**config.mk**
```make
export PLATFORM = sky130hd
export DESIGN_NAME = mpu_frame_calib
export DESIGN_NICKNAME = d
export VERILOG_FILES = /design/src/rtl/mpu_pkg.sv /design/src/rtl/mpu_frame_assembler.sv /design/src/rtl/mpu_frame_calib.sv
export SDC_FILE = /design/constraint.sdc
export NUM_CORES = 1
export LEC_CHECK = 0
export CAP_MARGIN = 20
export CORE_AREA = 2 2 254 256
export CTS_CLUSTER_SIZE = 25
export DETAILED_ROUTE_END_ITERATION = 16
export DIE_AREA = 0 0 256 258
export PLACE_DENSITY = 0.73
export SYNTH_ARGS = -nofsm -noshare
export SYNTH_HDL_FRONTEND = slang
export SYNTH_HIERARCHICAL = 1
export SYNTH_SLANG_ARGS = --single-unit
```
**constraint.sdc**
```tcl
create_clock -name clk_in -period 9.67 [get_ports clk_in]
set_input_delay 1.934 -clock clk_in [delete_from_list [all_inputs] [get_ports clk_in]]
set_output_delay 1.934 -clock clk_in [all_outputs]
set_load 0.05 [all_outputs]
```
**src/rtl/mpu_pkg.sv**
```systemverilog
`default_nettype none
// ============================================================================
// Package  : mpu_pkg
// Brief    : Shared constants, types and helpers for the MPU6050 frame path.
// Revision : 1.0 - initial release
// ============================================================================
package mpu_pkg;

  // Burst layout starting at register 0x3B, high byte first
  localparam int         FRAME_BYTES = 14;
  localparam logic [3:0] AXH = 4'd0;
  localparam logic [3:0] AXL = 4'd1;
  localparam logic [3:0] AYH = 4'd2;
  localparam logic [3:0] AYL = 4'd3;
  localparam logic [3:0] AZH = 4'd4;
  localparam logic [3:0] AZL = 4'd5;
  localparam logic [3:0] TH  = 4'd6;
  localparam logic [3:0] TL  = 4'd7;
  localparam logic [3:0] GXH = 4'd8;
  localparam logic [3:0] GXL = 4'd9;
  localparam logic [3:0] GYH = 4'd10;
  localparam logic [3:0] GYL = 4'd11;
  localparam logic [3:0] GZH = 4'd12;
  localparam logic [3:0] GZL = 4'd13;
  // Counter value once a frame has completed; held until the next start
  localparam logic [3:0] IDX_PARKED = 4'd14;

  // Accel Z reading for 1 g at the +/-2 g range
  localparam int ACC_1G = 16384;

  // Calibration FSM, one-hot
  localparam logic [3:0] ST_IDLE  = 4'b0001;
  localparam logic [3:0] ST_CALIB = 4'b0010;
  localparam logic [3:0] ST_DIV   = 4'b0100;
  localparam logic [3:0] ST_DONE  = 4'b1000;

  // Seven raw words of one burst, in register order
  typedef struct packed {
    logic signed [15:0] ax;
    logic signed [15:0] ay;
    logic signed [15:0] az;
    logic signed [15:0] temp;
    logic signed [15:0] gx;
    logic signed [15:0] gy;
    logic signed [15:0] gz;
  } raw_frame_t;

  // Clamp a 17-bit two's-complement value into the 16-bit signed range
  function automatic logic signed [15:0] sat16(input logic signed [16:0] v);
    if (v[16] != v[15]) begin
      return v[16] ? 16'sh8000 : 16'sh7FFF;
    end
    return v[15:0];
  endfunction

endpackage
`default_nettype wire

```
**src/rtl/mpu_frame_assembler.sv**
```systemverilog
`default_nettype none
// ============================================================================
// Module   : mpu_frame_assembler
// Brief    : Collects the 14-byte burst into seven raw words, flags short and
//            overrun frames, and pulses frame_done one cycle after the last
//            byte.
// Revision : 1.0 - initial release
// ============================================================================
module mpu_frame_assembler
  import mpu_pkg::*;
(
  input  logic       clk_in,
  input  logic       rst_n,
  input  logic       frame_start_in,
  input  logic       byte_valid_in,
  input  logic [7:0] byte_in,
  output logic       frame_done,
  output raw_frame_t frame_words,
  output logic       frame_err
);

  logic [3:0] r_idx;
  // Bytes 0..12 of the frame in flight; byte 13 goes straight to the shadow
  logic [7:0] r_buf [0:FRAME_BYTES-2];

  // Byte capture, frame completion and malformed-frame detection
  always_ff @(posedge clk_in or negedge rst_n) begin
    if (!rst_n) begin
      r_idx       <= '0;
      frame_done  <= 1'b0;
      frame_err   <= 1'b0;
      frame_words <= '0;
      for (int i = 0; i < FRAME_BYTES - 1; i++) begin
        r_buf[i] <= '0;
      end
    end else begin
      frame_done <= 1'b0;
      frame_err  <= 1'b0;
      if (frame_start_in) begin
        // A start mid-frame abandons the partial data
        if (r_idx != 4'd0 && r_idx != IDX_PARKED) begin
          frame_err <= 1'b1;
        end
        if (byte_valid_in) begin
          r_buf[AXH] <= byte_in;
          r_idx      <= 4'd1;
        end else begin
          r_idx <= 4'd0;
        end
      end else if (byte_valid_in) begin
        if (r_idx == IDX_PARKED) begin
          frame_err <= 1'b1;
        end else if (r_idx == GZL) begin
          frame_words <= '{ax:   {r_buf[AXH], r_buf[AXL]},
                           ay:   {r_buf[AYH], r_buf[AYL]},
                           az:   {r_buf[AZH], r_buf[AZL]},
                           temp: {r_buf[TH],  r_buf[TL]},
                           gx:   {r_buf[GXH], r_buf[GXL]},
                           gy:   {r_buf[GYH], r_buf[GYL]},
                           gz:   {r_buf[GZH], byte_in}};
          frame_done  <= 1'b1;
          r_idx       <= IDX_PARKED;
        end else begin
          r_buf[r_idx] <= byte_in;
          r_idx        <= r_idx + 4'd1;
        end
      end
    end
  end

endmodule
`default_nettype wire

```
**src/rtl/mpu_frame_calib.sv**
```systemverilog
`default_nettype none
// ============================================================================
// Module   : mpu_frame_calib
// Brief    : MPU6050 burst consumer: averages frames into per-axis offsets in
//            calibrate mode and emits saturated, offset-corrected samples in
//            run mode.
// Revision : 1.0 - initial release
// ============================================================================
module mpu_frame_calib #(
  parameter int CALIB_SAMPLES = 1024,
  parameter int CALIB_LOG2    = 10,
  parameter int ACC_1G        = mpu_pkg::ACC_1G
) (
  input  logic               clk_in,
  input  logic               rst_n,
  input  logic               mode_calib_in,
  input  logic               mode_run_in,
  input  logic               frame_start_in,
  input  logic               byte_valid_in,
  input  logic [7:0]         byte_in,
  output logic               calib_done,
  output logic               sample_valid_out,
  output logic signed [15:0] accel_x,
  output logic signed [15:0] accel_y,
  output logic signed [15:0] accel_z,
  output logic signed [15:0] temp_out,
  output logic signed [15:0] gyro_x,
  output logic signed [15:0] gyro_y,
  output logic signed [15:0] gyro_z,
  output logic               frame_err
);
  import mpu_pkg::*;

  localparam int AW     = 16 + CALIB_LOG2;
  localparam int CW     = CALIB_LOG2 + 1;
  localparam int NAX    = 6;   // ax, ay, az, gx, gy, gz
  localparam int AZ_IDX = 2;

  logic               w_frame_done;
  raw_frame_t         w_words;
  logic [3:0]         r_state;
  logic               r_calib_prev;
  logic [CW-1:0]      r_count;
  logic signed [AW-1:0] r_acc  [NAX];
  logic signed [15:0]   r_off  [NAX];
  logic signed [15:0]   w_raw  [NAX];
  logic signed [AW-1:0] w_term [NAX];
  logic signed [15:0]   w_corr [NAX];
  logic                 w_calib_rise;

  mpu_frame_assembler u_assembler (
    .clk_in         (clk_in),
    .rst_n          (rst_n),
    .frame_start_in (frame_start_in),
    .byte_valid_in  (byte_valid_in),
    .byte_in        (byte_in),
    .frame_done     (w_frame_done),
    .frame_words    (w_words),
    .frame_err      (frame_err)
  );

  assign w_calib_rise = mode_calib_in & ~r_calib_prev;

  // Per-axis accumulator terms (accel Z has gravity removed) and corrected values
  always_comb begin
    w_raw[0] = w_words.ax;
    w_raw[1] = w_words.ay;
    w_raw[2] = w_words.az;
    w_raw[3] = w_words.gx;
    w_raw[4] = w_words.gy;
    w_raw[5] = w_words.gz;
    for (int i = 0; i < NAX; i++) begin
      w_term[i] = AW'(w_raw[i]);
      w_corr[i] = sat16({w_raw[i][15], w_raw[i]} - {r_off[i][15], r_off[i]});
    end
    w_term[AZ_IDX] = AW'(w_raw[AZ_IDX]) - AW'(ACC_1G);
  end

  // Calibration FSM: accumulate CALIB_SAMPLES frames, then divide into offsets
  always_ff @(posedge clk_in or negedge rst_n) begin
    if (!rst_n) begin
      r_state      <= ST_IDLE;
      r_calib_prev <= 1'b0;
      r_count      <= '0;
      calib_done   <= 1'b0;
      for (int i = 0; i < NAX; i++) begin
        r_acc[i] <= '0;
        r_off[i] <= '0;
      end
    end else begin
      r_calib_prev <= mode_calib_in;
      if (w_calib_rise) begin
        // Restart from any state; old offsets stay until the next DIV
        for (int i = 0; i < NAX; i++) begin
          r_acc[i] <= '0;
        end
        r_count    <= '0;
        calib_done <= 1'b0;
        r_state    <= ST_CALIB;
      end else begin
        case (r_state)
          ST_CALIB: begin
            if (!mode_calib_in) begin
              r_state <= ST_IDLE;
            end else if (w_frame_done) begin
              for (int i = 0; i < NAX; i++) begin
                r_acc[i] <= r_acc[i] + w_term[i];
              end
              r_count <= r_count + CW'(1);
              if (r_count == CW'(CALIB_SAMPLES - 1)) begin
                r_state <= ST_DIV;
              end
            end
          end
          ST_DIV: begin
            if (!mode_calib_in) begin
              r_state <= ST_IDLE;
            end else begin
              for (int i = 0; i < NAX; i++) begin
                r_off[i] <= 16'(r_acc[i] >>> CALIB_LOG2);
              end
              calib_done <= 1'b1;
              r_state    <= ST_DONE;
            end
          end
          default: ;
        endcase
      end
    end
  end

  // Corrected sample output; calibrate mode overrides run mode
  always_ff @(posedge clk_in or negedge rst_n) begin
    if (!rst_n) begin
      sample_valid_out <= 1'b0;
      accel_x          <= '0;
      accel_y          <= '0;
      accel_z          <= '0;
      temp_out         <= '0;
      gyro_x           <= '0;
      gyro_y           <= '0;
      gyro_z           <= '0;
    end else begin
      sample_valid_out <= 1'b0;
      if (w_frame_done && mode_run_in && !mode_calib_in && calib_done) begin
        accel_x          <= w_corr[0];
        accel_y          <= w_corr[1];
        accel_z          <= w_corr[2];
        temp_out         <= w_words.temp;
        gyro_x           <= w_corr[3];
        gyro_y           <= w_corr[4];
        gyro_z           <= w_corr[5];
        sample_valid_out <= 1'b1;
      end
    end
  end

endmodule
`default_nettype wire
```
==> flow_summary.yaml <==
yosys:
  yosysWarnings: 6
  synth_top_cells_by_count: "603 x dfrtp_1, 437 x nand2_1, 333 x o21ai_0"
  synth_fa_ha_area_share_pct: 11.1
  synth_top_area_share_pct: 43.7
  synthCells: 3473
  synth-compound-area-share_pct: 17.3
  synth.distinct_cells: 93
  yosysTopAreaCell: "dfrtp_1"
  ys_ff_latch: 604
  synth_top_family_by_area: "compound AO/OA/AOI/OAI gates"
  synth.area.mux_share_pct: 7.39
  synth-xor-area-share_pct: 5.30
  synthFlopType: "dfrtp_1"
  synth_area_per_cell_sq_um: 9.94
  synth_simple_gate_area_share_pct: 11.4
  synth_area_leaders: "dfrtp_1 44%, ha_1 10%, mux2_2 7.3%"
  yosysMostFrequentCell: "dfrtp_1"
  syn_nets: 3774
  syn_area_sq_um: 34500
  seq_area_frac_synth_pct: 43.8
  synth_async_sr_flop_share_pct: 100
  synth-edff-count: 0
sta:
  setup_viol_count_final: 0
  fin_skew_ps: 19.5
  period_minus_slack_ps: 4720
  drv_slew: 0
  min_period_over_period_pct: 48.8
  relSlewSlack_pct: 26.8
  hold_violations: 0
  worst_pin_slew_ps: 1100
  rsz0062_at_grt: "no"
  setup_tns_ps: 0
  clock.fmax_ghz: 0.212
run_status:
  outcome: "finished clean"
worst_setup_path:
  worst_ep_arrival_time_ps: 5190
  criticalPathCategory: "in -> reg"
  crit_path_start_kind: "input port"
  path_max_fanout: 82
  cp-startpoint: "byte_valid_in"
  rr_startpoint: "u_assembler/frame_words[80]"
  required_ps: 10140
  endpoint_kind: "register"
die:
  initial_utilization_pct: 54.3
  fp-row-count: 93
  die_area_sq_um: 66000
  io_pins: 129
  die_w_um: 256
  dieHeight_um: 258
  coreArea_sq_um: 63600
global_route:
  grt_pass1_vias: 25282
  grt.overflow.total: 0
  grt_pass1_wl_um: 133000
  grt_usage_pct: 24.5
  grt_antenna_before_repair: 3
  grt_max_degree: 192
power:
  powerDensity_nw_per_um2: 182
  clock_power_share_pct: 36.5
  p_leak_nw: 19.1
  comb_power_share_pct: 22.8
  power_switching_mw: 2.12
  p_sw_share_pct: 30.0
  max-vdd-ir-drop_mv: 0.117
  seqPwrFrac_pct: 40.7
  p_int_mw: 4.94
routing:
  wl_um: 80300
  drt_iter0_markers: 1814
  drc: 0
  viasPerCell: 5.76
  wl_per_cell_um: 18.0
  drtPass1Iterations: 5
  vias: 25739
  detail-route-antenna-nets: 0
clock_network:
  clkLatencyLatePin_ps: 610
  clock_path_buffers: 3
  cts_resized: 0
  hold_buffers: 0
  cts_made_buffers: 68
  cts.sinks: 604
  cts_tree: "built"
  post-cts-setup-buffers: 0
  clk_pin_slew_ps: 60
  root_buffer: "clkbuf_16"
  cts-htree-levels: 3
final_layout:
  area_delta_synth_final_pct: 12.3
  fin_area_sq_um: 38800
  drive_gt1_share_pct: 11.0
  fin_nets: 3867
run:
  max-cap-violations: 0
worst_hold_path:
  hp-class: "reg -> reg"
  min_from: "accel_z[9]"
place:
  io_buffers: 128
  place_area_sq_um: 36600
  gpl.final_weighted_congestion: 0.864
  hpwl_um: 54000
[placed cells by master, fill, tap and decap left out, types with 15 or more instances in the layout]
master	Yosys	routed
dfrtp_1	603	603
nand2_1	437	436
o21ai_0	333	333
ha_1	275	275
mux2_2	224	224
inv_1	201	200
a21oi_1	173	173
nor2_1	165	164
clkdlybuf4s50_1	0	127
a21o_1	109	109
xor2_1	107	107
xnor2_1	100	100
clkbuf_16	0	70
nand2b_1	45	45
nand3_1	39	39
nor3_1	32	32
a22o_1	29	29
nor2b_1	29	29
o21ai_1	27	27
and3_1	26	26
o31ai_1	26	26
a31oi_1	25	25
o21bai_1	24	24
o211ai_1	22	22
o21a_1	21	21
a211oi_1	18	18
o22ai_1	17	17
a211o_1	16	16
or3_1	15	15
maj3_1	15	15
[per-stage QoR]
step | worst slack (ps) | std cells | power (mW) | hold WS, ps | util [%]
global route | 4800 | 4468 | 7.45 | 495 | 60.9
detailed placement | 4390 | 4351 | 4.52 | 459 | 57.4
finish | 4950 | 4469 | 7.06 | 471 | 60.9
global placement | 4440 | 4351 | 4.49 | 461 | 57.4
CTS | 5020 | 4468 | 7.12 | 472 | 60.9
floorplan | 6210 | 3473 | 4.11 | 435 | -
[worst paths after layout]
kind | endpoint | depth (start not counted) | slack [ps]
min in group asynchronous | gyro_z[0] | 1 | 1340
max reg2reg | accel_y[11] | 14 | 5790
min | accel_z[9] | 2 | 470
max | u_assembler/frame_words[5] | 5 | 4950
max in group asynchronous | r_off[42] | 3 | 6430
min reg2reg | accel_z[9] | 2 | 470
[registers in the layout (all words and copies together) (netlist names), 4 cells and up]
signal                   cells
gyro_x                      16
u_assembler/frame_words    112
u_assembler/r_buf          104
gyro_y                      16
accel_y                     16
r_count                     11
temp_out                    16
r_off                       96
accel_z                     16
u_assembler/r_idx            4
gyro_z                      16
r_acc                      156
r_state                      4
accel_x                     16
[critical path, cell delays in order]
cell	delay (ps)
clkdlybuf4s50_1	810
nand4b_2	230
nor2_4	760
buf_4	970
mux2_2	420
[final cells by class]
cell class	instances	area [sq um]
Inverter	201	754
Clock inverter	21	245
Sequential cell	604	15100
Fill cell	5263	24900
Antenna cell	1	2.50
Tap cell	855	1070
Timing Repair Buffer	142	1440
Multi-Input combinational cell	2549	18200
Clock buffer	96	1970
[layer usage]
layer  part of all wire (%)  vias up  global-route usage [%]
li1                       -    12465                       -
met1                     47    12668                    34.3
met2                     46      499                    40.5
met3                    4.2      103                    3.18
met4                    2.0        4                    6.51
met5                  0.037        -                       0
[cells by family after synthesis]
logic type	count (synthesis)
multiplexers	227
flip-flops	604
XOR/XNOR	208
adder cells (fa/ha/maj)	302
AND/OR/NAND/NOR	872
AO/OA/AOI/OAI	940
buffers and inverters	320
[power groups by stage]
stage	registers, mW	logic [mW]	clock network, mW
floorplan	2.90	1.22	0
global placement	2.91	1.58	0
detailed placement	2.92	1.60	0
CTS	2.88	1.62	2.63
global route	2.91	1.82	2.73
finish	2.88	1.61	2.58
Note: power is estimated with default switching activity, not from simulation.
